$ cat config.mk
export PLATFORM = sky130hd
export DESIGN_NAME = display_counter_ctrl
export DESIGN_NICKNAME = d
export VERILOG_FILES = /design/src/rtl/display_pkg.sv /design/src/rtl/BCD_Decoder.sv /design/src/rtl/button_debounce.sv /design/src/rtl/display_counter_ctrl.sv
export SDC_FILE = /design/constraint.sdc
export NUM_CORES = 1
export LEC_CHECK = 0
export CAP_MARGIN = 20
export CORE_ASPECT_RATIO = 0.75
export CORE_MARGIN = 4
export CORE_UTILIZATION = 58
export DETAILED_ROUTE_END_ITERATION = 8
export GPL_ROUTABILITY_DRIVEN = 0
export PLACE_DENSITY = 0.85
export SYNTH_ARGS = -nofsm -noshare
export SYNTH_HDL_FRONTEND = slang
export SYNTH_HIERARCHICAL = 1
export SYNTH_SLANG_ARGS = --single-unit
export TNS_END_PERCENT = 50
$ cat constraint.sdc
create_clock -name clk -period 4.5 [get_ports clk]
set_input_delay 0.9 -clock clk [delete_from_list [all_inputs] [get_ports clk]]
set_output_delay 0.9 -clock clk [all_outputs]
set_load 0.03 [all_outputs]
$ cat src/rtl/display_pkg.sv
// rtl/display_pkg.sv - shared mode encoding and display constants for the counter controller
package display_pkg;

  typedef enum logic [1:0] {
    MANUAL    = 2'd0,
    AUTO_UP   = 2'd1,
    AUTO_DOWN = 2'd2
  } mode_e;

  // Two-digit "00" in decoder bit order: units [0:6], tens [7:13], active-low
  localparam logic [0:13] SEG_00 = 14'b0000001_0000001;

endpackage

$ cat src/rtl/BCD_Decoder.sv
// rtl/BCD_Decoder.sv - binary 0..15 to two-digit active-low seven-segment code
module BCD_Decoder (
  input  logic [3:0]  bin,
  output logic [0:13] seg
);

  logic       tens;
  logic [3:0] units;

  function automatic logic [0:6] digit(input logic [3:0] d);
    case (d)
      4'd0:    digit = 7'b0000001;
      4'd1:    digit = 7'b1001111;
      4'd2:    digit = 7'b0010010;
      4'd3:    digit = 7'b0000110;
      4'd4:    digit = 7'b1001100;
      4'd5:    digit = 7'b0100100;
      4'd6:    digit = 7'b0100000;
      4'd7:    digit = 7'b0001111;
      4'd8:    digit = 7'b0000000;
      4'd9:    digit = 7'b0000100;
      default: digit = 7'b1111111;
    endcase
  endfunction

  always_comb begin
    tens  = (bin > 4'd9);
    units = tens ? (bin - 4'd10) : bin;
    seg   = {digit(units), digit({3'b000, tens})};
  end

endmodule

$ cat src/rtl/button_debounce.sv
// rtl/button_debounce.sv - synchronizer, debouncer and single-cycle press pulse for one button
module button_debounce #(
  parameter int DEBOUNCE_CYC = 500_000
) (
  input  logic clk,
  input  logic rst_n,
  input  logic btn_n,
  output logic press
);

  localparam int            CW   = $clog2(DEBOUNCE_CYC + 1);
  localparam logic [CW-1:0] LAST = CW'(DEBOUNCE_CYC - 1);

  logic          sync1;
  logic          sync2;
  logic          stable;
  logic          armed;
  logic          differ;
  logic [CW-1:0] cnt;

  // Until a full debounced release is seen, the counter qualifies high samples
  // instead, so a button held through reset cannot fire a press.
  assign differ = armed ? (sync2 != stable) : sync2;

  always_ff @(posedge clk or negedge rst_n) begin
    if (!rst_n) begin
      sync1  <= 1'b1;
      sync2  <= 1'b1;
      stable <= 1'b1;
      armed  <= 1'b0;
      cnt    <= '0;
      press  <= 1'b0;
    end else begin
      sync1 <= btn_n;
      sync2 <= sync1;
      press <= 1'b0;
      if (!differ) begin
        cnt <= '0;
      end else if (cnt == LAST) begin
        cnt <= '0;
        if (armed) begin
          stable <= sync2;
          press  <= stable;
        end else begin
          armed <= 1'b1;
        end
      end else begin
        cnt <= cnt + CW'(1);
      end
    end
  end

endmodule

$ cat src/rtl/display_counter_ctrl.sv
// rtl/display_counter_ctrl.sv - 4-bit up/down counter with manual/auto modes and two-digit display
module display_counter_ctrl
  import display_pkg::*;
#(
  parameter int DEBOUNCE_CYC = 500_000,
  parameter int TICK_DIV     = 50_000_000
) (
  input  logic        clk,
  input  logic        rst_n,
  input  logic        btn_inc_n,
  input  logic        btn_dec_n,
  input  logic        btn_mode_n,
  input  logic        load,
  input  logic [3:0]  sw_value,
  output logic [3:0]  count,
  output logic [0:13] seg_out,
  output logic [1:0]  mode,
  output logic        wrap
);

  localparam int            PW         = (TICK_DIV > 1) ? $clog2(TICK_DIV) : 1;
  localparam logic [PW-1:0] PRESC_LAST = PW'(TICK_DIV - 1);
  localparam logic [1:0]    ST_MANUAL  = MANUAL;
  localparam logic [1:0]    ST_UP      = AUTO_UP;
  localparam logic [1:0]    ST_DOWN    = AUTO_DOWN;

  logic          inc_ev;
  logic          dec_ev;
  logic          mode_ev;
  logic [PW-1:0] presc;
  logic          is_auto;
  logic          tick;
  logic [1:0]    mode_nxt;
  logic [0:13]   seg_code;

  button_debounce #(.DEBOUNCE_CYC(DEBOUNCE_CYC)) u_db_inc (
    .clk(clk), .rst_n(rst_n), .btn_n(btn_inc_n), .press(inc_ev)
  );
  button_debounce #(.DEBOUNCE_CYC(DEBOUNCE_CYC)) u_db_dec (
    .clk(clk), .rst_n(rst_n), .btn_n(btn_dec_n), .press(dec_ev)
  );
  button_debounce #(.DEBOUNCE_CYC(DEBOUNCE_CYC)) u_db_mode (
    .clk(clk), .rst_n(rst_n), .btn_n(btn_mode_n), .press(mode_ev)
  );

  BCD_Decoder u_bcd (
    .bin(count),
    .seg(seg_code)
  );

  assign is_auto = (mode == ST_UP) || (mode == ST_DOWN);
  assign tick    = is_auto && (presc == PRESC_LAST);

  always_comb begin
    mode_nxt = mode;
    case (mode)
      ST_MANUAL: if (mode_ev) mode_nxt = ST_UP;
      ST_UP:     if (mode_ev) mode_nxt = ST_DOWN;
      ST_DOWN:   if (mode_ev) mode_nxt = ST_MANUAL;
      default:   mode_nxt = ST_MANUAL;
    endcase
  end

  always_ff @(posedge clk or negedge rst_n) begin
    if (!rst_n) begin
      mode  <= ST_MANUAL;
      presc <= '0;
    end else begin
      mode <= mode_nxt;
      if ((mode_nxt != mode) || load || !is_auto || tick) presc <= '0;
      else                                                presc <= presc + PW'(1);
    end
  end

  // Priority load > manual events > tick; a losing request is simply dropped.
  always_ff @(posedge clk or negedge rst_n) begin
    if (!rst_n) begin
      count <= 4'd0;
      wrap  <= 1'b0;
    end else begin
      wrap <= 1'b0;
      if (load) begin
        count <= sw_value;
      end else if (inc_ev || dec_ev) begin
        if (inc_ev && !dec_ev) begin
          count <= count + 4'd1;
          wrap  <= (count == 4'd15);
        end else if (dec_ev && !inc_ev) begin
          count <= count - 4'd1;
          wrap  <= (count == 4'd0);
        end
      end else if (tick) begin
        if (mode == ST_UP) begin
          count <= count + 4'd1;
          wrap  <= (count == 4'd15);
        end else begin
          count <= count - 4'd1;
          wrap  <= (count == 4'd0);
        end
      end
    end
  end

  always_ff @(posedge clk or negedge rst_n) begin
    if (!rst_n) seg_out <= SEG_00;
    else        seg_out <= seg_code;
  end

endmodule

==> flow_summary.toml, run 1 <==
[critical_path]
path_buf_inv = 1
worst_setup_path_end_kind = "output pin"
cpMaxStageDelayCell = "dfrtp_1"
path_delay_family = "flip-flops"
critPathRequiredTime_ps = 3600
start_kind = "flip-flop"
arrival_ps = 2110
crit_chain = "clkdlybuf4s50_1"
critPathKind = "reg -> out"
cp_slowest_stage_delay_ps = 880
r2r_slack_ps = 1740
critPathMaxFanout = 26

[logic_synthesis]
netlist_area_mm2 = 0.00640
synth_commonest_cells = "dfrtp_1, nor2_1, xnor2_1, nand2_1, nand3_1"
synthTopCellsByArea = "dfrtp_1, xnor2_1, dfstp_2"
ys_ff_latch = 119
synthFlopType = "dfrtp_1"
synth.distinct_cells = 73
yosysMostFrequentCell = "dfrtp_1"
yosysTopAreaCell = "dfrtp_1"
netlist_instances = 645
syn_area_per_cell_um2 = 9.93
netlist.area_leader.share_pct = 42.2
yosys_warnings = 6
synth.yosys.seq_area_share_pct = 46.7
async_flop_share_pct = 100
synth_edf_count = 0

[pwr]
vdd_drop_max_uv = 261
netSwitchingFraction_pct = 24.4
p_switching_mw = 0.675
total_leakage_power_nw = 2.83
intPower_mw = 2.09
cellPowerDensity_mw_per_mm2 = 377
seq_power_share_pct = 41.2
pwr-share-clk_pct = 50.4
power_frac_comb_pct = 8.5

[timing]
min_period_over_period_pct = 67.0
setup_ws_ps = 1490
worst_pin_slew_ps = 942
skew_ps = 8.85
maxSlewViolCount = 0
setup_violations = 0
min_period_ps = 3010
finalHoldViolations = 0
fmax_mhz = 332
setup-tns-final_ps = 0
slew_headroom_pct = 36.7
rsz0062_at_grt = "false"
holdWs_ps = 357

[global_route]
grt_pass1_wl_mm = 22.6
grtUsageTotal_pct = 21.8
grt_overflow_total = 0
grt_pass1_vias = 4883
grt_max_degree = 43
antenna_found_initial = 0

[finish]
drive_gt1_share_pct = 12.6
nNetsFinal = 698
fin_area_mm2 = 0.00734
antennaDiodeCount = 0
syn_to_final_growth_pct = 14.6
n_fill_cell = 760

[route]
num_vias = 5008
firstDrtPassIters = 5
drtIter0Drc = 426
viasPerCell = 6.11
wl_mm = 13.3
drt-wirelength-per-cell_um = 16.2
ant_nets = 0
route.detailed.drc = 0

[floorplanning]
core_mm2 = 0.0105
die_area_mm2 = 0.0128
row_count = 32
die_w_um = 129
num_io_pins = 31
start_util_pct = 60.8
die_y_um = 99.0

[clock_network]
cts_made_buffers = 17
clock_latency_ps = 420
clockBufferDepth = 2
cts-root-buf = "clkbuf_16"
clk_pin_slew_worst_paths_ps = 60
post_cts_resized = 0
cts_tree = "built"
cts.sinks = 119
htreeDepth = 4
cts-hold-fix-buffers = 0
post_cts_buffers = 0

[placement]
dp_hpwl_mm = 8.88
placed_cell_area_mm2 = 0.00673
io_buffer_count = 30
pre_cts_slack_ps = 1760

[worst_hold_path]
hold_path_class = "reg -> reg"

[job]
max_cap_violations = 0

[run_status]
status = "complete, no violations"
-- cell usage in the layout (no fill, tap or decap), types with 6 or more instances in the layout --
master           count
a211oi_1            14
a21oi_1             13
clkbuf_16           17
clkdlybuf4s50_1     29
dfrtp_1            108
dfstp_2             11
ha_1                18
inv_1               28
mux2i_1              6
nand2_1             41
nand3_1             33
nand4_1             13
nor2_1              71
nor3_1              25
nor3b_1              6
nor4_1              15
o21ai_0             21
o31ai_1             12
or3_1               10
or4_1               12
xnor2_1             42
xor2_1              15
-- layout make-up --
| cell class | count | area (um2) | area share (%) |
|---|---|---|---|
| Inverter | 28 | 105 | 1.43 |
| Timing Repair Buffer | 34 | 328 | 4.47 |
| Clock buffer | 18 | 439 | 5.98 |
| Sequential cell | 119 | 2990 | 40.8 |
| Tap cell | 136 | 170 | 2.32 |
| Clock inverter | 14 | 173 | 2.35 |
| Multi-Input combinational cell | 470 | 3130 | 42.7 |
-- flip-flops by register name, summed over array words and instances, names as in the netlist, 2 cells and up --
| signal | count |
|---|---|
| presc | 26 |
| u_db_mode/cnt | 19 |
| mode | 2 |
| u_db_dec/cnt | 19 |
| count | 4 |
| u_db_inc/cnt | 19 |
| seg_out | 14 |
-- cells by family after synthesis --
kind of cell	count (synthesis)	share of synthesized area (%)
other	2	0.117
xor gates and xnor gates	57	7.79
adders and majority gates	18	3.52
and+or+nand+nor	289	25.4
muxes	9	1.47
DFF	119	46.7
AOI/OAI and AO/OA	94	10.5
buffers and inverters	57	4.55
-- power groups by stage --
stage	Sequential (mW)	Combinational [mW]	Clock, mW
floorplan	1.19	0.120	0
global placement	1.15	0.228	0
detailed placement	1.16	0.233	0
CTS	1.14	0.235	1.41
global route	1.14	0.256	1.47
finish	1.14	0.234	1.39
-- worst paths after layout --
path / start / endpoint / cells after the start
hold reg to reg: u_db_inc/sync1$_DFF_PN1_ / u_db_inc/sync2$_DFF_PN1_ / 0
setup / recovery: count[3]$_DFFE_PN0P_ / count[3] / 1
setup reg to reg: mode[0]$_DFF_PN0_ / presc[18]$_DFF_PN0_ / 7
max in group asynchronous: rst_n / seg_out[6]$_DFF_PN1_ / 2
min in group asynchronous: rst_n / presc[21]$_DFF_PN0_ / 1
hold / removal: u_db_inc/sync1$_DFF_PN1_ / u_db_inc/sync2$_DFF_PN1_ / 0
-- stage by stage --
stage	util (%)	power, mW	cells
after detailed placement	63.9	1.39	787
after floorplan	-	1.31	646
after global routing	69.7	2.87	819
after global placement	63.9	1.38	787
after CTS	69.7	2.78	819
final	69.7	2.76	819
-- routing by layer --
metal / share of wire, % / global-route usage (%)
met1: 44 / 29.1
met2: 48 / 33.9
met3: 6.9 / 7.20
met4: 0.94 / 6.46
met5: 0 / 0
Power figures use the tool's default switching activity.
==> run 2, diff against run 1 <==
Settings changed: CORE_UTILIZATION 58 to 55.
Clock period 4.5 ns to 2.6 ns, I/O delays scaled along.
==> flow_summary.toml, run 2 (synthesized netlist as in run 1, its figures left out) <==
[run_status]
status = "complete, no violations"

[global_route]
grt_overflow_total = 0
grtUsageTotal_pct = 21.7
grt_pass1_vias = 5051
grt_max_degree = 48
grt_pass1_wl_mm = 23.6
antenna_found_initial = 0

[pwr]
netSwitchingFraction_pct = 24.3
seq_power_share_pct = 39.8
pwr-share-clk_pct = 51.3
power_frac_comb_pct = 8.9
intPower_mw = 3.72
cellPowerDensity_mw_per_mm2 = 662
vdd_drop_max_uv = 493
p_switching_mw = 1.19
total_leakage_power_nw = 2.88

[route]
route.detailed.drc = 0
wl_mm = 13.9
firstDrtPassIters = 5
num_vias = 5079
drtIter0Drc = 573
viasPerCell = 6.12
drt-wirelength-per-cell_um = 16.7
ant_nets = 0

[clock_network]
post_cts_resized = 0
cts_tree = "built"
htreeDepth = 4
clock_latency_ps = 420
clockBufferDepth = 2
cts-hold-fix-buffers = 0
cts-root-buf = "clkbuf_16"
clk_pin_slew_worst_paths_ps = 50
post_cts_buffers = 0
cts.sinks = 119
cts_made_buffers = 17

[floorplanning]
die_y_um = 101
die_w_um = 133
row_count = 33
num_io_pins = 31
core_mm2 = 0.0111
start_util_pct = 57.5
die_area_mm2 = 0.0135

[timing]
setup-tns-final_ps = 0
setup_ws_ps = 210
finalHoldViolations = 0
slew_headroom_pct = 58.9
holdWs_ps = 109
min_period_over_period_pct = 91.9
worst_pin_slew_ps = 617
min_period_ps = 2390
skew_ps = 11.4
rsz0062_at_grt = "false"
maxSlewViolCount = 0
setup_violations = 0
fmax_mhz = 418

[critical_path]
critPathRequiredTime_ps = 2080
critPathMaxFanout = 16
arrival_ps = 1870
start_kind = "flip-flop"
worst_setup_path_end_kind = "output pin"
path_buf_inv = 1
crit_chain = "clkdlybuf4s50_1"
path_delay_family = "buffers and inverters"
critPathKind = "reg -> out"
cp_slowest_stage_delay_ps = 770
cpMaxStageDelayCell = "clkdlybuf4s50_1"

[placement]
io_buffer_count = 30
dp_hpwl_mm = 9.25
pre_cts_slack_ps = 332

[worst_hold_path]
hold_path_class = "in -> async"

[finish]
nNetsFinal = 705
antennaDiodeCount = 0
drive_gt1_share_pct = 13.3
syn_to_final_growth_pct = 16.0
n_fill_cell = 810
final_cell_mix = "dfrtp_1, nor2_1, xnor2_1"
regMostFlops = "presc"
largest_reg_flops = 26
final_common_cell = "dfrtp_1"

[job]
max_cap_violations = 0
## run 2: final timing paths
check | to | depth (start not counted) | startpoint | slack (ps)
max | count[2] | 1 | count[2]$_DFFE_PN0P_ | 210
min | presc[18]$_DFF_PN0_ | 1 | rst_n | 110
max reg2reg | presc[25]$_DFF_PN0_ | 4 | presc[2]$_DFF_PN0_ | 320
min reg2reg | u_db_inc/sync2$_DFF_PN1_ | 0 | u_db_inc/sync1$_DFF_PN1_ | 360
max in group asynchronous | seg_out[6]$_DFF_PN1_ | 2 | rst_n | 1770
min in group clk | u_db_inc/sync2$_DFF_PN1_ | 0 | u_db_inc/sync1$_DFF_PN1_ | 360
## run 2: layout make-up
cell class	count	area (um2)	area share, %
clock inverters	13	193	2.59
well taps	140	175	2.36
repair buffers	41	393	5.29
multi-input cells	470	3130	42.1
clock buffers	19	443	5.96
inverters	28	105	1.41
flip-flops and latches	119	2990	40.3
## run 2: worst register-to-register path, delay by kind of cell (launching register included)
| kind | cells | cell delay [ps] |
|---|---|---|
| AO/OA/AOI/OAI | 1 | 240 |
| flip-flops | 1 | 430 |
| AND/OR/NAND/NOR | 3 | 1510 |
## run 2: power groups by stage
| stage | Combinational, mW | Clock, mW | Sequential [mW] |
|---|---|---|---|
| floorplan | 0.207 | 0 | 2.05 |
| global placement | 0.416 | 0 | 1.98 |
| detailed placement | 0.431 | 0 | 1.99 |
| CTS | 0.439 | 2.55 | 1.96 |
| global route | 0.476 | 2.64 | 1.97 |
| finish | 0.437 | 2.52 | 1.96 |
## run 2: metrics by stage
| step | instance area (um2) | util (%) | std cells | power (mW) |
|---|---|---|---|---|
| after floorplan | 6410 | - | 646 | 2.26 |
| after global placement | 6800 | 61.0 | 798 | 2.40 |
| after detailed placement | 6800 | 61.0 | 798 | 2.42 |
| after CTS | 7430 | 66.7 | 830 | 4.95 |
| after global routing | 7430 | 66.7 | 830 | 5.08 |
| final | 7430 | 66.7 | 830 | 4.92 |
## run 2: metal layers
metal  share of wire [%]  GRT usage (%)  wire length [um]  up-vias
met5                   0              0                 0        -
met4                 2.0           9.19               272        0
met3                 5.1           4.42               700       28
met2                  49           37.2              6820      154
met1                  44           27.4              6060     2511
li1                    -              -                 -     2386
==> run 3, diff against run 2 <==
--- a/config.mk
+++ b/config.mk
@@ -12,5 +12,5 @@
 export DETAILED_ROUTE_END_ITERATION = 8
 export GPL_ROUTABILITY_DRIVEN = 0
-export PLACE_DENSITY = 0.85
+export PLACE_DENSITY = 0.84
 export SYNTH_ARGS = -nofsm -noshare
 export SYNTH_HDL_FRONTEND = slang
==> constraint.sdc (replaced) <==
create_clock -name clk -period 2.6 [get_ports clk]
set_input_delay 0.26 -clock clk [delete_from_list [all_inputs] [get_ports clk]]
set_output_delay 0.26 -clock clk [all_outputs]
set_load 0.03 [all_outputs]
==> flow_summary.toml, run 3 (synthesized netlist as in run 1, its figures left out) <==
[run_status]
status = "complete, no violations"

[placement]
dp_cells = 795
pre_cts_slack_ps = 331
dp_hpwl_mm = 8.91
io_buffer_count = 30

[clock_network]
cts-root-buf = "clkbuf_16"
post_cts_buffers = 0
clock_latency_ps = 410
clk_pin_slew_worst_paths_ps = 60
cts.sinks = 119
cts_made_buffers = 17
cts_tree = "built"
htreeDepth = 4
clockBufferDepth = 2

[finish]
largest_reg_flops = 26
syn_to_final_growth_pct = 15.6
n_fill_cell = 802
regMostFlops = "presc"
antennaDiodeCount = 0
final_cell_mix = "dfrtp_1, nor2_1, xnor2_1"
nNetsFinal = 703
fin_cells = 828
final_common_cell = "dfrtp_1"
drive_gt1_share_pct = 12.8

[pwr]
seq_power_share_pct = 40.7
total_leakage_power_nw = 2.85
p_switching_mw = 1.15
intPower_mw = 3.67
power_frac_comb_pct = 8.9
cellPowerDensity_mw_per_mm2 = 651
pwr-share-clk_pct = 50.4
netSwitchingFraction_pct = 23.9
vdd_drop_max_uv = 501

[timing]
min_period_over_period_pct = 89.2
setup-tns-final_ps = 0
fmax_mhz = 431
rsz0062_at_grt = "false"
setup_ws_ps = 282
min_period_ps = 2320
worst_pin_slew_ps = 603
skew_ps = 9.08
finalHoldViolations = 0
slew_headroom_pct = 59.8
setup_violations = 0
maxSlewViolCount = 0

[floorplanning]
row_count = 33
die_area_mm2 = 0.0135
die_w_um = 133
core_mm2 = 0.0111
start_util_pct = 57.5
num_io_pins = 31
die_y_um = 101

[critical_path]
r2r_slack_ps = 280
path_buf_inv = 1
start_kind = "flip-flop"
path_delay_family = "simple AND/OR/NAND/NOR gates"
cp_slowest_stage_delay_ps = 530
crit_chain = "inv_1, ha_1, or3b_2, nor4b_1, a41oi_1, a221oi_1"
arrival_ps = 2590
critPathKind = "reg -> reg"
cpMaxStageDelayCell = "dfrtp_1"
critPathMaxFanout = 12
worst_setup_path_end_kind = "flip-flop"
critPathRequiredTime_ps = 2870

[route]
firstDrtPassIters = 5
wl_mm = 13.5
drtIter0Drc = 425
route.detailed.drc = 0
num_vias = 5055
ant_nets = 0
viasPerCell = 6.11
drt-wirelength-per-cell_um = 16.3

[worst_hold_path]
hold_path_class = "in -> reg"

[global_route]
grt_pass1_wl_mm = 23.0
grtUsageTotal_pct = 21.0
grt_max_degree = 60
grt_pass1_vias = 4961
grt_overflow_total = 0
antenna_found_initial = 0

[job]
max_cap_violations = 0
## run 3: final cells by class
class | instances | area, um2 | area share [%]
clock buffer | 22 | 474 | 6.41
clock inverter | 10 | 144 | 1.94
inverter | 28 | 105 | 1.42
multi-input combinational | 470 | 3130 | 42.3
sequential | 119 | 2990 | 40.4
tap | 140 | 175 | 2.37
timing repair buffer | 39 | 380 | 5.14
## run 3: timing repair
action,CTS,global route
hold endpoints to repair,29,0
resized for setup,0,0
hold buffers,1,0
## run 3: final timing paths
| kind | start | endpoint | cells after the start |
|---|---|---|---|
| min in group asynchronous | rst_n | presc[15]$_DFF_PN0_ | 2 |
| worst max-delay path | count[0]$_DFFE_PN0P_ | wrap$_DFF_PN0_ | 6 |
| worst min-delay path | btn_dec_n | u_db_dec/sync1$_DFF_PN1_ | 1 |
| worst max register to register | count[0]$_DFFE_PN0P_ | wrap$_DFF_PN0_ | 6 |
| max in group asynchronous | rst_n | u_db_dec/sync1$_DFF_PN1_ | 3 |
| worst min register to register | u_db_inc/sync1$_DFF_PN1_ | u_db_inc/sync2$_DFF_PN1_ | 0 |
## run 3: power by group through the flow
stage / Clock (mW) / Combinational (mW) / Sequential (mW)
final: 2.43 / 0.428 / 1.96
after global placement: 0 / 0.409 / 1.99
after global routing: 2.55 / 0.465 / 1.97
after floorplan: 0 / 0.207 / 2.05
after detailed placement: 0 / 0.423 / 1.99
after CTS: 2.46 / 0.429 / 1.96
## run 3: through the flow
step                power (mW)  cell area [um2]  hold slack (ps)  util, %
finish                    4.82             7400              249     66.4
global route              4.98             7400              254     66.4
CTS                       4.85             7400              241     66.4
detailed placement        2.41             6770              225     60.8
global placement          2.40             6770              218     60.8
floorplan                 2.26             6410            -35.6        -
## run 3: per-layer routing
layer	wire length (um)	part of all wire, %	GRT usage (%)	vias up
met4	172	1.3	7.27	0
met3	755	5.6	5.06	24
met5	0	0	0	-
met1	6020	45	27.7	2480
met2	6570	49	34.6	174
li1	-	-	-	2377
